**config.mk**
```make
export PLATFORM = sky130hd
export DESIGN_NAME = pipe_hazard_unit
export DESIGN_NICKNAME = d
export VERILOG_FILES = /design/src/rtl/pipe_hazard_unit.sv
export SDC_FILE = /design/constraint.sdc
export NUM_CORES = 1
export LEC_CHECK = 0
export ABC_CLOCK_PERIOD_IN_PS = 3630
export CAP_MARGIN = 20
export CORE_UTILIZATION = 50
export DETAILED_ROUTE_END_ITERATION = 16
export GPL_ROUTABILITY_DRIVEN = 0
export PLACE_DENSITY = 0.78
export SLEW_MARGIN = 30
export SYNTH_ARGS = -nofsm -noshare
export SYNTH_HDL_FRONTEND = slang
export SYNTH_SLANG_ARGS = --single-unit
```
**constraint.sdc**
```tcl
create_clock -name clock -period 3.63 [get_ports clock]
set_clock_uncertainty 0.2 [all_clocks]
set_input_delay 0.363 -clock clock [delete_from_list [all_inputs] [get_ports clock]]
set_output_delay 0.363 -clock clock [all_outputs]
set_load 0.03 [all_outputs]
```
**src/rtl/pipe_hazard_unit.sv**
```systemverilog
// Pipeline hazard controller: shift-register scoreboard of in-flight instructions,
// per-operand forwarding selects, load-use stall, branch flush, RF writeback and counters.
module pipe_hazard_unit #(
  parameter int REG_W    = 2,
  parameter int STAGES   = 3,
  parameter int LOAD_LAT = 2,
  parameter int FWD_EN   = 1,
  parameter int CNT_W    = 16,
  parameter int FSEL_W   = 3
) (
  input  logic              clock,
  input  logic              reset,
  input  logic              issue_valid,
  input  logic [REG_W-1:0]  issue_rs1,
  input  logic              issue_rs1_used,
  input  logic [REG_W-1:0]  issue_rs2,
  input  logic              issue_rs2_used,
  input  logic [REG_W-1:0]  issue_rd,
  input  logic              issue_wr,
  input  logic              issue_load,
  input  logic              branch_taken,
  output logic              issue_ready,
  output logic              stall,
  output logic              flush,
  output logic [FSEL_W-1:0] fwd_sel1,
  output logic [FSEL_W-1:0] fwd_sel2,
  output logic              rf_we,
  output logic [REG_W-1:0]  rf_waddr,
  output logic [CNT_W-1:0]  stall_cnt,
  output logic [CNT_W-1:0]  flush_cnt,
  output logic [CNT_W-1:0]  retire_cnt
);

  localparam logic FWD_ON = (FWD_EN != 0);

  logic [STAGES-1:0] valid_r;
  logic [STAGES-1:0] wr_r;
  logic [STAGES-1:0] load_r;
  logic [REG_W-1:0]  rd_r [STAGES];

  logic              hazard1_s;
  logic              hazard2_s;
  logic [FSEL_W-1:0] sel1_s;
  logic [FSEL_W-1:0] sel2_s;
  logic              stall_s;
  logic              flush_s;
  logic              ready_s;

  logic [CNT_W-1:0]  stall_cnt_r;
  logic [CNT_W-1:0]  flush_cnt_r;
  logic [CNT_W-1:0]  retire_cnt_r;

  // Youngest matching producer wins: scan oldest to youngest so the lowest index is kept last.
  function automatic logic [FSEL_W:0] resolve_src(
    input logic              used,
    input logic [REG_W-1:0]  src,
    input logic [STAGES-1:0] vld,
    input logic [STAGES-1:0] wr,
    input logic [STAGES-1:0] ld,
    input logic [REG_W-1:0]  rd [STAGES]
  );
    logic              hit;
    logic              m;
    logic              ld_hit;
    logic              haz;
    logic [FSEL_W-1:0] idx;
    logic [FSEL_W-1:0] avail;
    logic [FSEL_W-1:0] sel;
    hit    = 1'b0;
    ld_hit = 1'b0;
    idx    = {FSEL_W{1'b0}};
    for (int k = STAGES - 1; k >= 0; k--) begin
      m      = vld[k] & wr[k] & (rd[k] == src);
      hit    = hit | m;
      idx    = m ? FSEL_W'(k) : idx;
      ld_hit = m ? ld[k] : ld_hit;
    end
    avail = ld_hit ? FSEL_W'(LOAD_LAT) : FSEL_W'(1);
    haz   = used & hit & (~FWD_ON | (idx < avail));
    sel   = (used & hit & ~haz) ? (idx + FSEL_W'(1)) : {FSEL_W{1'b0}};
    return {haz, sel};
  endfunction

  function automatic logic [CNT_W-1:0] sat_inc(input logic [CNT_W-1:0] cnt, input logic en);
    return (en && (cnt != {CNT_W{1'b1}})) ? (cnt + CNT_W'(1)) : cnt;
  endfunction

  // Hazard resolution and issue decision; everything is forced quiet while reset is held.
  always_comb begin
    {hazard1_s, sel1_s} = resolve_src(issue_rs1_used, issue_rs1, valid_r, wr_r, load_r, rd_r);
    {hazard2_s, sel2_s} = resolve_src(issue_rs2_used, issue_rs2, valid_r, wr_r, load_r, rd_r);
    flush_s = reset & branch_taken;
    stall_s = reset & issue_valid & (hazard1_s | hazard2_s) & ~branch_taken;
    ready_s = reset & issue_valid & ~stall_s & ~flush_s;
  end

  // Scoreboard shift: accepted instruction enters entry 0, otherwise a bubble.
  always_ff @(posedge clock or negedge reset) begin
    if (!reset) begin
      valid_r <= {STAGES{1'b0}};
      wr_r    <= {STAGES{1'b0}};
      load_r  <= {STAGES{1'b0}};
      for (int k = 0; k < STAGES; k++) begin
        rd_r[k] <= {REG_W{1'b0}};
      end
    end else begin
      valid_r <= {valid_r[STAGES-2:0], ready_s};
      wr_r    <= {wr_r[STAGES-2:0], ready_s & issue_wr};
      load_r  <= {load_r[STAGES-2:0], ready_s & issue_load};
      rd_r[0] <= ready_s ? issue_rd : {REG_W{1'b0}};
      for (int k = 1; k < STAGES; k++) begin
        rd_r[k] <= rd_r[k-1];
      end
    end
  end

  // Saturating performance counters.
  always_ff @(posedge clock or negedge reset) begin
    if (!reset) begin
      stall_cnt_r  <= {CNT_W{1'b0}};
      flush_cnt_r  <= {CNT_W{1'b0}};
      retire_cnt_r <= {CNT_W{1'b0}};
    end else begin
      stall_cnt_r  <= sat_inc(stall_cnt_r, stall_s);
      flush_cnt_r  <= sat_inc(flush_cnt_r, flush_s);
      retire_cnt_r <= sat_inc(retire_cnt_r, valid_r[STAGES-1]);
    end
  end

  assign issue_ready = ready_s;
  assign stall       = stall_s;
  assign flush       = flush_s;
  assign fwd_sel1    = reset ? sel1_s : {FSEL_W{1'b0}};
  assign fwd_sel2    = reset ? sel2_s : {FSEL_W{1'b0}};
  assign rf_we       = valid_r[STAGES-1] & wr_r[STAGES-1];
  assign rf_waddr    = valid_r[STAGES-1] ? rd_r[STAGES-1] : {REG_W{1'b0}};
  assign stall_cnt   = stall_cnt_r;
  assign flush_cnt   = flush_cnt_r;
  assign retire_cnt  = retire_cnt_r;

endmodule
```
# Word level (Yosys, flattened, before mapping)
# Index checks and enable logic that the tools add are counted.
[word_totals] reg_bits=63 in_bits=14 output_inout_bits=60 elab_cells=81
[classes] n_bitwise=33 eq_ne=9 order_cmp=2 n_mux=20 add_sub_neg=5 n_reduce_logical=3
[op_table] cell="$add 16x1->16 const B" count=3
[op_table] cell="$ne 16x16->1 const B" count=3
[op_table] cell="$and 1x1->1" count=23
[op_table] cell="$mux 2" count=10
[op_table] cell="$eq 2x2->1" count=6
[op_table] cell="$mux 3" count=4
[op_table] cell="$add 2x1->3 const B" count=2
[op_table] cell="$mux 1" count=6
[op_table] cell="$not 1->1" count=5
[op_table] cell="$or 1x1->1" count=5
[op_table] cell="$lt 2x2->1" count=2
[op_table] cell="$logic_and 1x1->1" count=3

# Longest topological paths before layout
# Gate-level depths: netlist of the first run.
[logic_depth] depth_word=15 depth_mapped=13 mapped_depth_nobuf=12

# Worst setup path before layout of the first run
# OpenSTA, ideal clock, no wires.
[synth_timing] kind="register to output" from="register rd_r[4] (netlist name)" to="output port stall" arrival_ps=2678 path_stages_with_launch=11 n_path_buf=1 slack_ps=389 required_time_ps=3067 path_cell_list="dfrtp_1 xor2_1 or3_1 and3_1 ha_1 inv_1 o31a_1 a32oi_1 o22a_2 buf_2 nor3_1"
[synth_via] elab_chain_len=9 word_cells_on_any_way=21 classes_between="2 x order compare; 2 x eq/ne; 6 x mux; 11 x bitwise"
[synth_lines] item="from (decl)" line="39" text="logic [REG_W-1:0] rd_r [STAGES];"
[synth_lines] item="from (signal, indexed assignment)" line="104" text="rd_r[k] <= {REG_W{1'b0}};"
[synth_lines] item="from (signal, indexed assignment)" line="112" text="rd_r[k] <= rd_r[k-1];"
[synth_lines] item="$eq 2x2->1" line="73" text="m = vld[k] & wr[k] & (rd[k] == src);"
[synth_lines] item="$and 1x1->1" line="73"
[synth_lines] item="$mux 1" line="76" text="ld_hit = m ? ld[k] : ld_hit;"
[synth_lines] item="$mux 2" line="78" text="avail = ld_hit ? FSEL_W'(LOAD_LAT) : FSEL_W'(1);"
[synth_lines] item="$lt 2x2->1" line="79" text="haz = used & hit & (~FWD_ON | (idx < avail));"
[synth_lines] item="$and 1x1->1" line="79"
[synth_lines] item="$or 1x1->1 (*)" line="93" text="stall_s = reset & issue_valid & (hazard1_s | hazard2_s) & ~branch_taken;"
[synth_lines] item="$and 1x1->1 (*) (2 in series)" line="93"
[synth_lines] item="to (decl)" line="23" text="output logic stall,"
# Every way passes the cells marked *; elsewhere a longest branch is shown, timed or not.

# Worst setup path after layout of the first run
[layout_timing] from="input port issue_rs1[1]" to="output port issue_ready"
[layout_via] elab_chain_len=14 word_cells_on_any_way=24 classes_between="1 x order compare; 3 x eq/ne; 7 x mux; 13 x bitwise"
[layout_lines] item="from (decl)" line="14" text="input logic [REG_W-1:0] issue_rs1,"
[layout_lines] item="$eq 2x2->1" line="73"
[layout_lines] item="$and 1x1->1" line="73"
[layout_lines] item="$mux 1 (3 in series)" line="76"
[layout_lines] item="$mux 2" line="78"
[layout_lines] item="$lt 2x2->1" line="79"
[layout_lines] item="$and 1x1->1 (*)" line="79"
[layout_lines] item="$or 1x1->1 (*)" line="93"
[layout_lines] item="$and 1x1->1 (*) (2 in series)" line="93"
[layout_lines] item="$not 1->1 (*)" line="94" text="ready_s = reset & issue_valid & ~stall_s & ~flush_s;"
[layout_lines] item="$and 1x1->1 (*) (2 in series)" line="94"
[layout_lines] item="to (decl)" line="22" text="output logic issue_ready,"
# Marked as above.

==> results of run 1 <==
synthesized netlist by cell type:
cell type,number,share of area (%)
nor3_1,13,2.1
nor2_1,20,2.4
or3_1,2,0.40
and4_1,4,1.1
nand4b_1,1,0.28
nor4_4,1,0.68
nor3b_1,7,1.7
nor2b_1,3,0.60
dfrtp_1,63,50
or2_2,1,0.20
o21ai_0,4,0.64
nand2_1,22,2.6
a311oi_2,1,0.48
o31a_1,4,1.1
xnor2_1,27,7.6
o22a_2,1,0.32
and2_1,11,2.2
inv_1,8,0.96
o41ai_1,2,0.56
nand4_1,18,3.6
and3b_1,2,0.56
xor2_1,29,8.1
o31ai_1,3,0.72
nor4_1,1,0.20
a32oi_1,2,0.56
and3_1,11,2.2
buf_6,1,0.36
clkbuf_1,1,0.12
ha_1,7,2.8
nand3_1,18,2.9
mux2_2,3,1.1
buf_2,2,0.32
final cells by class:
cell class	count	area, sq um
clock buffers	10	128
clock inverters	6	109
fillers	450	1760
inverters	8	30.0
multi-input cells	218	1500
flip-flops and latches	63	1580
well taps	75	93.8
repair buffers	79	756
kinds of logic (layout without fill, tap and decap cells):
group / Yosys count / in the layout
and+or+nand+nor: 135 / 135
DFF: 63 / 63
xor gates and xnor gates: 56 / 56
AOI/OAI and AO/OA: 17 / 17
buffers and inverters: 12 / 103
adders and majority gates: 7 / 7
muxes: 3 / 3
through the flow:
| step | utilization [%] | area (sq um) | setup slack (ns) | cells | total power, mW |
|---|---|---|---|---|---|
| 2_1_floorplan | - | 3120 | 0.389 | 293 | 1.05 |
| 3_3_place_gp | 65.9 | 3930 | 0.190 | 441 | 1.21 |
| 3_5_place_dp | 65.9 | 3930 | 0.0703 | 441 | 1.23 |
| 4_1_cts | 70.1 | 4170 | 0.0623 | 458 | 1.96 |
| 5_1_grt | 70.4 | 4190 | 0.0347 | 459 | 2.04 |
| 6_report | 70.4 | 4190 | 0.150 | 459 | 1.94 |
state kept, by name (all words and copies together), names as in the netlist:
name / count
wr_r: 3
valid_r: 3
rd_r: 6
retire_cnt: 16
stall_cnt: 16
load_r: 3
flush_cnt: 16
final timing paths:
kind	start	endpoint	slack, ns	cells past startpoint
setup / recovery	issue_rs1[1]	issue_ready	0.15	13
hold / removal	wr_r[0]	wr_r[1]	0.18	0
setup reg to reg	rd_r[4]	stall_cnt[1]	0.42	11
hold reg to reg	wr_r[0]	wr_r[1]	0.18	0
max in group asynchronous	reset	valid_r[0]	2.36	3
min in group asynchronous	reset	load_r[2]	0.47	3
power by group through the flow:
stage	registers, mW	logic, mW	clock network [mW]
floorplan	0.946	0.101	0
global placement	0.849	0.365	0
detailed placement	0.853	0.375	0
CTS	0.840	0.375	0.742
global route	0.852	0.406	0.777
finish	0.840	0.373	0.730
per-layer routing:
metal  up-vias  GRT usage, %  routed length (microns)
li1       1207             -                        -
met1      1205          30.3                     3200
met2        97          35.3                     3160
met3        16          6.63                      413
met4         0          9.46                      133
met5         -             0                        0
timing repair:
item	in CTS	in global routing
endpoints found under the setup margin	0	8
endpoints found under the hold margin	53	0
buffers inserted	0	1
hold buffers	1	0
gates resized for setup	0	3
==> flow_metrics.env, run 1 <==
export IMPL_status="complete, no violations"
export IMPL_worst_path_dominant_cell_family="compound AO/OA/AOI/OAI gates"
export IMPL_combinationalPowerShare_pct=19.2
export IMPL_cp_common_cell="o21ai_0"
export IMPL_cts_root_buffer="clkbuf_8"
export IMPL_post_drt_wl_per_cell_microns=15.0
export IMPL_grt_overflow_total=0
export IMPL_mostFrequentLayoutCells="63 x dfrtp_1, 63 x clkdlybuf4s50_1, 29 x xor2_1"
export IMPL_required_ns=3.07
export IMPL_power_frac_clock_pct=37.6
export IMPL_synth_simple_area_share_pct=23.8
export IMPL_p_sw_share_pct=28.9
export IMPL_core_area_sq_um=5960
export IMPL_fin_crit_sh_pct=95.9
export IMPL_synthAdderAreaFrac_pct=2.80
export IMPL_first_pass_iters=4
export IMPL_setup_viol=0
export IMPL_seq_area_frac_synth_pct=50.5
export IMPL_cellPowerDensity_nw_per_um2=463
export IMPL_drtIter0Drc=118
export IMPL_diodes=0
export IMPL_seqPwrFrac_pct=43.2
export IMPL_min_path_type="flip-flop to flip-flop"
export IMPL_setup_tns_ns=0
export IMPL_synth_avg_cell_area_sq_um=10.7
export IMPL_crit_path_top_delay_cell="clkdlybuf4s50_1"
export IMPL_numCtsBuffers=9
export IMPL_p_switching_mw=0.561
export IMPL_synth_compound_area_share_pct=4.41
export IMPL_die_h_microns=81.0
export IMPL_yosys_warnings=0
export IMPL_p_int_mw=1.38
export IMPL_holdWs_ns=0.182
export IMPL_crit_chain="clkdlybuf4s50_1, xor2_1, nor3_1, nor2_1, o21ai_0, o21ai_0, ha_1, inv_1, o31a_1, a32oi_1, o22a_2, and2_1, buf_4"
export IMPL_antenna_found_initial=0
export IMPL_critPathKind="input port to output pin"
export IMPL_cts_buffer_depth=2
export IMPL_critPathMaxFanout=8
export IMPL_min_period_ns=3.48
export IMPL_ant_nets=0
export IMPL_syn_nets=314
export IMPL_rsz0062_at_grt="no"
export IMPL_ys_ff_latch=63
export IMPL_fmax_mhz=287
export IMPL_via_per_inst=5.50
export IMPL_hold_viol=0
export IMPL_nNetsFinal=400
export IMPL_startpoint_type="input port"
export IMPL_final_layout_size_suffix_gt1_share_pct=9.90
export IMPL_vias=2525
export IMPL_grt_first_pass_wirelength_mm=11.2
export IMPL_synth_xor_area_share_pct=15.7
export IMPL_clkSlewWorstSetupHoldPaths_ns=0.07
export IMPL_leakagePower_nw=1.96
export IMPL_slew_headroom_pct=53.7
export IMPL_grt_use_total_pct=22.9
export IMPL_critPathBufInv=3
export IMPL_synth_distinct_cells=32
export IMPL_die_width_microns=81.0
export IMPL_max_slew_worst_pin_slew_ns=0.690
export IMPL_grt_max_degree=39
export IMPL_syn_area_sq_um=3120
export IMPL_drv_slew=0
export IMPL_cts_max_level=3
export IMPL_top_level_ports=74
export IMPL_grt_pass1_vias=2359
export IMPL_start_util_pct=52.4
export IMPL_arrival_ns=2.92
export IMPL_clock_latency_ns=0.33
export IMPL_drv_cap=0
export IMPL_crit_path_end_kind="output pin"
export IMPL_die_area_sq_um=6570
export IMPL_io_buffers=73
export IMPL_cts_sinks=63
export IMPL_max_vdd_ir_drop_v=0.000350
export IMPL_areaGrowthSynthToFinish_pct=34.3
export IMPL_syn_inst=293
export IMPL_slowest_delay_ns=0.49
export IMPL_synthMuxAreaShare_pct=1.08
export IMPL_synth_top_family_by_area="simple AND/OR/NAND/NOR gates"
export IMPL_dp_hpwl_mm=5.03
export IMPL_cts_tree="yes"
export IMPL_num_rows=28
export IMPL_drt_total_wl_mm=6.90
export IMPL_drc=0
Note: power is estimated with default switching activity, not from simulation.
==> run 2, diff against run 1 <==
--- a/config.mk
+++ b/config.mk
@@ -7,6 +7,7 @@
 export LEC_CHECK = 0
 export ABC_CLOCK_PERIOD_IN_PS = 3630
 export CAP_MARGIN = 20
+export CORE_MARGIN = 1.5
 export CORE_UTILIZATION = 50
 export DETAILED_ROUTE_END_ITERATION = 16
 export GPL_ROUTABILITY_DRIVEN = 0
==> flow_metrics.env, run 2 (synthesized netlist as in run 1, its figures left out) <==
export IMPL_slowest_delay_ns=0.48
export IMPL_fin_cells=459
export IMPL_critPathMaxFanout=6
export IMPL_slew_headroom_pct=47.7
export IMPL_final_layout_size_suffix_gt1_share_pct=9.38
export IMPL_clock_latency_ns=0.33
export IMPL_hold_viol=0
export IMPL_dp_cells=440
export IMPL_grt_util_met1_pct=29.9
export IMPL_grt_first_pass_wirelength_mm=11.6
export IMPL_required_ns=3.07
export IMPL_clkSlewWorstSetupHoldPaths_ns=0.07
export IMPL_vias=2441
export IMPL_drt_total_wl_mm=6.86
export IMPL_arrival_ns=2.91
export IMPL_die_h_microns=82.0
export IMPL_dp_hpwl_mm=4.98
export IMPL_cts_tree="yes"
export IMPL_drc=0
export IMPL_start_util_pct=52.1
export IMPL_grt_met2_usage_pct=36.3
export IMPL_holdWs_ns=0.176
export IMPL_leakagePower_nw=1.94
export IMPL_antenna_found_initial=0
export IMPL_drtIter0Drc=65
export IMPL_areaGrowthSynthToFinish_pct=33.2
export IMPL_crit_path_end_kind="output pin"
export IMPL_cts_sinks=63
export IMPL_drv_cap=0
export IMPL_via_per_inst=5.32
export IMPL_grt_use_total_pct=22.8
export IMPL_min_path_type="flip-flop to flip-flop"
export IMPL_cts_root_buffer="clkbuf_8"
export IMPL_max_vdd_ir_drop_v=0.000424
export IMPL_cts_max_level=3
export IMPL_io_buffers=73
export IMPL_crit_chain="clkdlybuf4s50_1, xor2_1, or3_1, and3_1, ha_1, inv_1, o31a_1, a32oi_1, o22a_2, and2_1, buf_4"
export IMPL_startpoint_type="input port"
export IMPL_grt_overflow_total=0
export IMPL_multi_input_area_sq_um=1500
export IMPL_mostFrequentLayoutCells="64 x clkdlybuf4s50_1, 63 x dfrtp_1, 29 x xor2_1"
export IMPL_die_width_microns=82.0
export IMPL_post_drt_wl_per_cell_microns=14.9
export IMPL_nNetsFinal=400
export IMPL_fmax_mhz=288
export IMPL_num_rows=28
export IMPL_first_pass_iters=4
export IMPL_core_area_sq_um=5990
export IMPL_busiest_layer="met2"
export IMPL_grt_pass1_vias=2458
export IMPL_status="complete, no violations"
export IMPL_drv_slew=0
export IMPL_top_level_ports=74
export IMPL_diodes=0
export IMPL_final_common_cell="clkdlybuf4s50_1"
export IMPL_numCtsBuffers=9
export IMPL_die_area_sq_um=6730
export IMPL_setup_viol=0
export IMPL_cts_buffer_depth=2
export IMPL_max_slew_worst_pin_slew_ns=0.782
export IMPL_grt_max_degree=31
export IMPL_total_power_mw=1.85
export IMPL_crit_path_top_delay_cell="clkdlybuf4s50_1"
export IMPL_seqCellArea_sq_um=1580
export IMPL_grt_use_met3_pct=7.33
export IMPL_cellPowerDensity_nw_per_um2=446
export IMPL_ant_nets=0
export IMPL_min_period_ns=3.47
export IMPL_fin_crit_sh_pct=95.7
export IMPL_critPathKind="input port to output pin"
export IMPL_fillers=450
run 2: changes by cell type in the layout (fill, tap and decap cells not counted):
cell / change
bufinv_16: -1
clkbuf_1: +2
clkdlybuf4s50_1: +1
clkinv_4: -1
dlymetal6s2s_1: -1
run 2: cell type report:
type | instances | share of cell area (%)
timing repair buffer | 79 | 18.1
multi-input combinational | 218 | 36.1
tap | 75 | 2.26
sequential | 63 | 37.9
clock inverter | 4 | 1.68
clock buffer | 12 | 3.25
inverter | 8 | 0.722
run 2: worst paths after layout:
path                                 end  slack, ns  cells past startpoint          from
setup / recovery             issue_ready       0.16                     11  issue_rs1[0]
hold / removal                valid_r[1]       0.18                      0    valid_r[0]
setup reg to reg           stall_cnt[13]       0.43                     13       rd_r[4]
min in group asynchronous   flush_cnt[9]       0.24                      2         reset
max in group asynchronous        rd_r[3]       2.34                      3         reset
hold reg to reg               valid_r[1]       0.18                      0    valid_r[0]
run 2: stage by stage:
| step | area, sq um | util [%] | TNS, ns | worst slack (ns) |
|---|---|---|---|---|
| 3_5_place_dp | 3920 | 65.4 | 0 | 0.114 |
| 4_1_cts | 4140 | 69.0 | 0 | 0.155 |
| 6_report | 4160 | 69.4 | 0 | 0.155 |
| 3_3_place_gp | 3920 | 65.4 | 0 | 0.210 |
| 2_1_floorplan | 3120 | - | 0 | 0.389 |
| 5_1_grt | 4160 | 69.4 | -0.000399 | -0.000399 |
run 2: timing repair:
| item | CTS | global route |
|---|---|---|
| setup buffers | 0 | 2 |
| hold endpoints to repair | 8 | 0 |
| setup endpoints to repair | 0 | 8 |
| hold buffers | 1 | 0 |
| resized for setup | 0 | 2 |
run 2: power breakdown:
group / switching (mW) / internal (mW)
Clock: 0.254 / 0.385
Combinational: 0.209 / 0.164
Sequential: 0.0804 / 0.762
Total: 0.543 / 1.31
run 2: worst max-delay path, delay by kind of cell:
| kind | cells | cell delay, ns |
|---|---|---|
| and+or+nand+nor | 3 | 0.85 |
| buffers and inverters | 3 | 0.73 |
| AOI/OAI and AO/OA | 3 | 0.55 |
| xor gates and xnor gates | 1 | 0.23 |
| adders and majority gates | 1 | 0.19 |
run 2: per-layer routing:
| metal | wire length [microns] | share of wire, % |
|---|---|---|
| met1 | 3050 | 44 |
| met5 | 0 | 0 |
| met3 | 354 | 5.2 |
| met4 | 61 | 0.89 |
| met2 | 3390 | 49 |
==> run 3, diff against run 2 <==
--- a/config.mk
+++ b/config.mk
@@ -12,6 +12,7 @@
 export DETAILED_ROUTE_END_ITERATION = 16
 export GPL_ROUTABILITY_DRIVEN = 0
 export PLACE_DENSITY = 0.78
+export SKIP_CTS_REPAIR_TIMING = 1
 export SLEW_MARGIN = 30
 export SYNTH_ARGS = -nofsm -noshare
 export SYNTH_HDL_FRONTEND = slang
==> flow_metrics.env, run 3 (synthesized netlist as in run 1, its figures left out) <==
export IMPL_cellPowerDensity_nw_per_um2=446
export IMPL_core_area_sq_um=5990
export IMPL_via_per_inst=5.32
export IMPL_seqPwrFrac_pct=45.4
export IMPL_dp_cells=440
export IMPL_cts_root_buffer="clkbuf_8"
export IMPL_cts_buffer_depth=2
export IMPL_grt_overflow_total=0
export IMPL_slew_headroom_pct=47.7
export IMPL_ant_nets=0
export IMPL_drv_cap=0
export IMPL_arrival_ns=2.91
export IMPL_grt_pass1_vias=2452
export IMPL_max_vdd_ir_drop_v=0.000423
export IMPL_fin_cells=459
export IMPL_num_rows=28
export IMPL_startpoint_type="input port"
export IMPL_numCtsBuffers=9
export IMPL_die_width_microns=82.0
export IMPL_drv_slew=0
export IMPL_p_int_mw=1.31
export IMPL_critPathKind="input port to output pin"
export IMPL_final_cell_area_sq_um=4160
export IMPL_cts_max_level=3
export IMPL_min_path_type="flip-flop to flip-flop"
export IMPL_die_area_sq_um=6730
export IMPL_min_period_ns=3.47
export IMPL_final_common_cell="clkdlybuf4s50_1"
export IMPL_fmax_mhz=288
export IMPL_cts_tree="yes"
export IMPL_antenna_found_initial=0
export IMPL_post_drt_wl_per_cell_microns=15.0
export IMPL_setup_tns_ns=0
export IMPL_required_ns=3.07
export IMPL_areaGrowthSynthToFinish_pct=33.2
export IMPL_critPathMaxFanout=6
export IMPL_cts_sinks=63
export IMPL_start_util_pct=52.1
export IMPL_fillers=453
export IMPL_drc=0
export IMPL_setup_viol=0
export IMPL_leakagePower_nw=1.94
export IMPL_total_power_mw=1.85
export IMPL_p_sw_share_pct=29.3
export IMPL_grt_max_degree=31
export IMPL_power_frac_clock_pct=34.4
export IMPL_mostFrequentLayoutCells="64 x clkdlybuf4s50_1, 63 x dfrtp_1, 29 x xor2_1"
export IMPL_p_switching_mw=0.543
export IMPL_crit_path_end_kind="output pin"
export IMPL_max_slew_worst_pin_slew_ns=0.782
export IMPL_dp_hpwl_mm=4.98
export IMPL_top_level_ports=74
export IMPL_clkSlewWorstSetupHoldPaths_ns=0.07
export IMPL_io_buffers=73
export IMPL_status="complete, no violations"
export IMPL_hold_viol=0
export IMPL_diodes=0
export IMPL_vias=2443
export IMPL_drt_total_wl_mm=6.87
export IMPL_first_pass_iters=4
export IMPL_final_layout_size_suffix_gt1_share_pct=9.38
export IMPL_combinationalPowerShare_pct=20.1
export IMPL_placed_cell_area_sq_um=3920
export IMPL_nNetsFinal=400
export IMPL_drtIter0Drc=62
export IMPL_die_h_microns=82.0
export IMPL_clock_latency_ns=0.33
export IMPL_grt_first_pass_wirelength_mm=11.5
export IMPL_fin_crit_sh_pct=95.7
export IMPL_grt_use_total_pct=22.8
==> run 3: cell type report <==
cell class | count | area [sq um] | share of cell area [%]
clock inverter | 4 | 70.1 | 1.68
clock buffer | 12 | 135 | 3.25
timing repair buffer | 79 | 753 | 18.1
multi-input combinational | 218 | 1500 | 36.1
inverter | 8 | 30.0 | 0.722
tap | 75 | 93.8 | 2.26
sequential | 63 | 1580 | 37.9
==> run 3: path summary, 6_finish.rpt <==
check,start,end,slack (ns),depth (start not counted)
min,valid_r[0],valid_r[1],0.18,0
max in group asynchronous,reset,rd_r[3],2.34,3
min reg2reg,valid_r[0],valid_r[1],0.18,0
min in group asynchronous,reset,flush_cnt[9],0.24,2
max,issue_rs1[0],issue_ready,0.16,11
max reg2reg,rd_r[4],stall_cnt[14],0.43,13
==> run 3: critical path: stages <==
cell	delay, ns
clkdlybuf4s50_1	0.48
xor2_1	0.23
or3_1	0.44
and3_1	0.22
ha_1	0.19
inv_1	0.08
o31a_1	0.15
a32oi_1	0.12
o22a_2	0.28
and2_1	0.19
buf_4	0.17
==> run 3: power groups by stage <==
stage	sequential (mW)	clock, mW	combinational [mW]
after floorplan	0.946	0	0.101
after global placement	0.850	0	0.364
after detailed placement	0.855	0	0.372
after CTS	0.843	0.654	0.374
after global routing	0.856	0.685	0.405
final	0.842	0.639	0.373
==> run 3: layer usage <==
layer | share of wire (%) | track usage [%]
met5 | 0 | 0
met4 | 0.89 | 6.78
met3 | 5.2 | 7.33
met2 | 50 | 36.2
met1 | 44 | 29.9
==> run 3: through the flow <==
step / setup WS (ns) / util, % / hold WS, ns
global route: -0.000399 / 69.4 / 0.183
finish: 0.155 / 69.4 / 0.176
global placement: 0.210 / 65.4 / 0.0514
CTS: 0.155 / 68.9 / -0.313
detailed placement: 0.114 / 65.4 / 0.0532
floorplan: 0.389 / - / -0.133
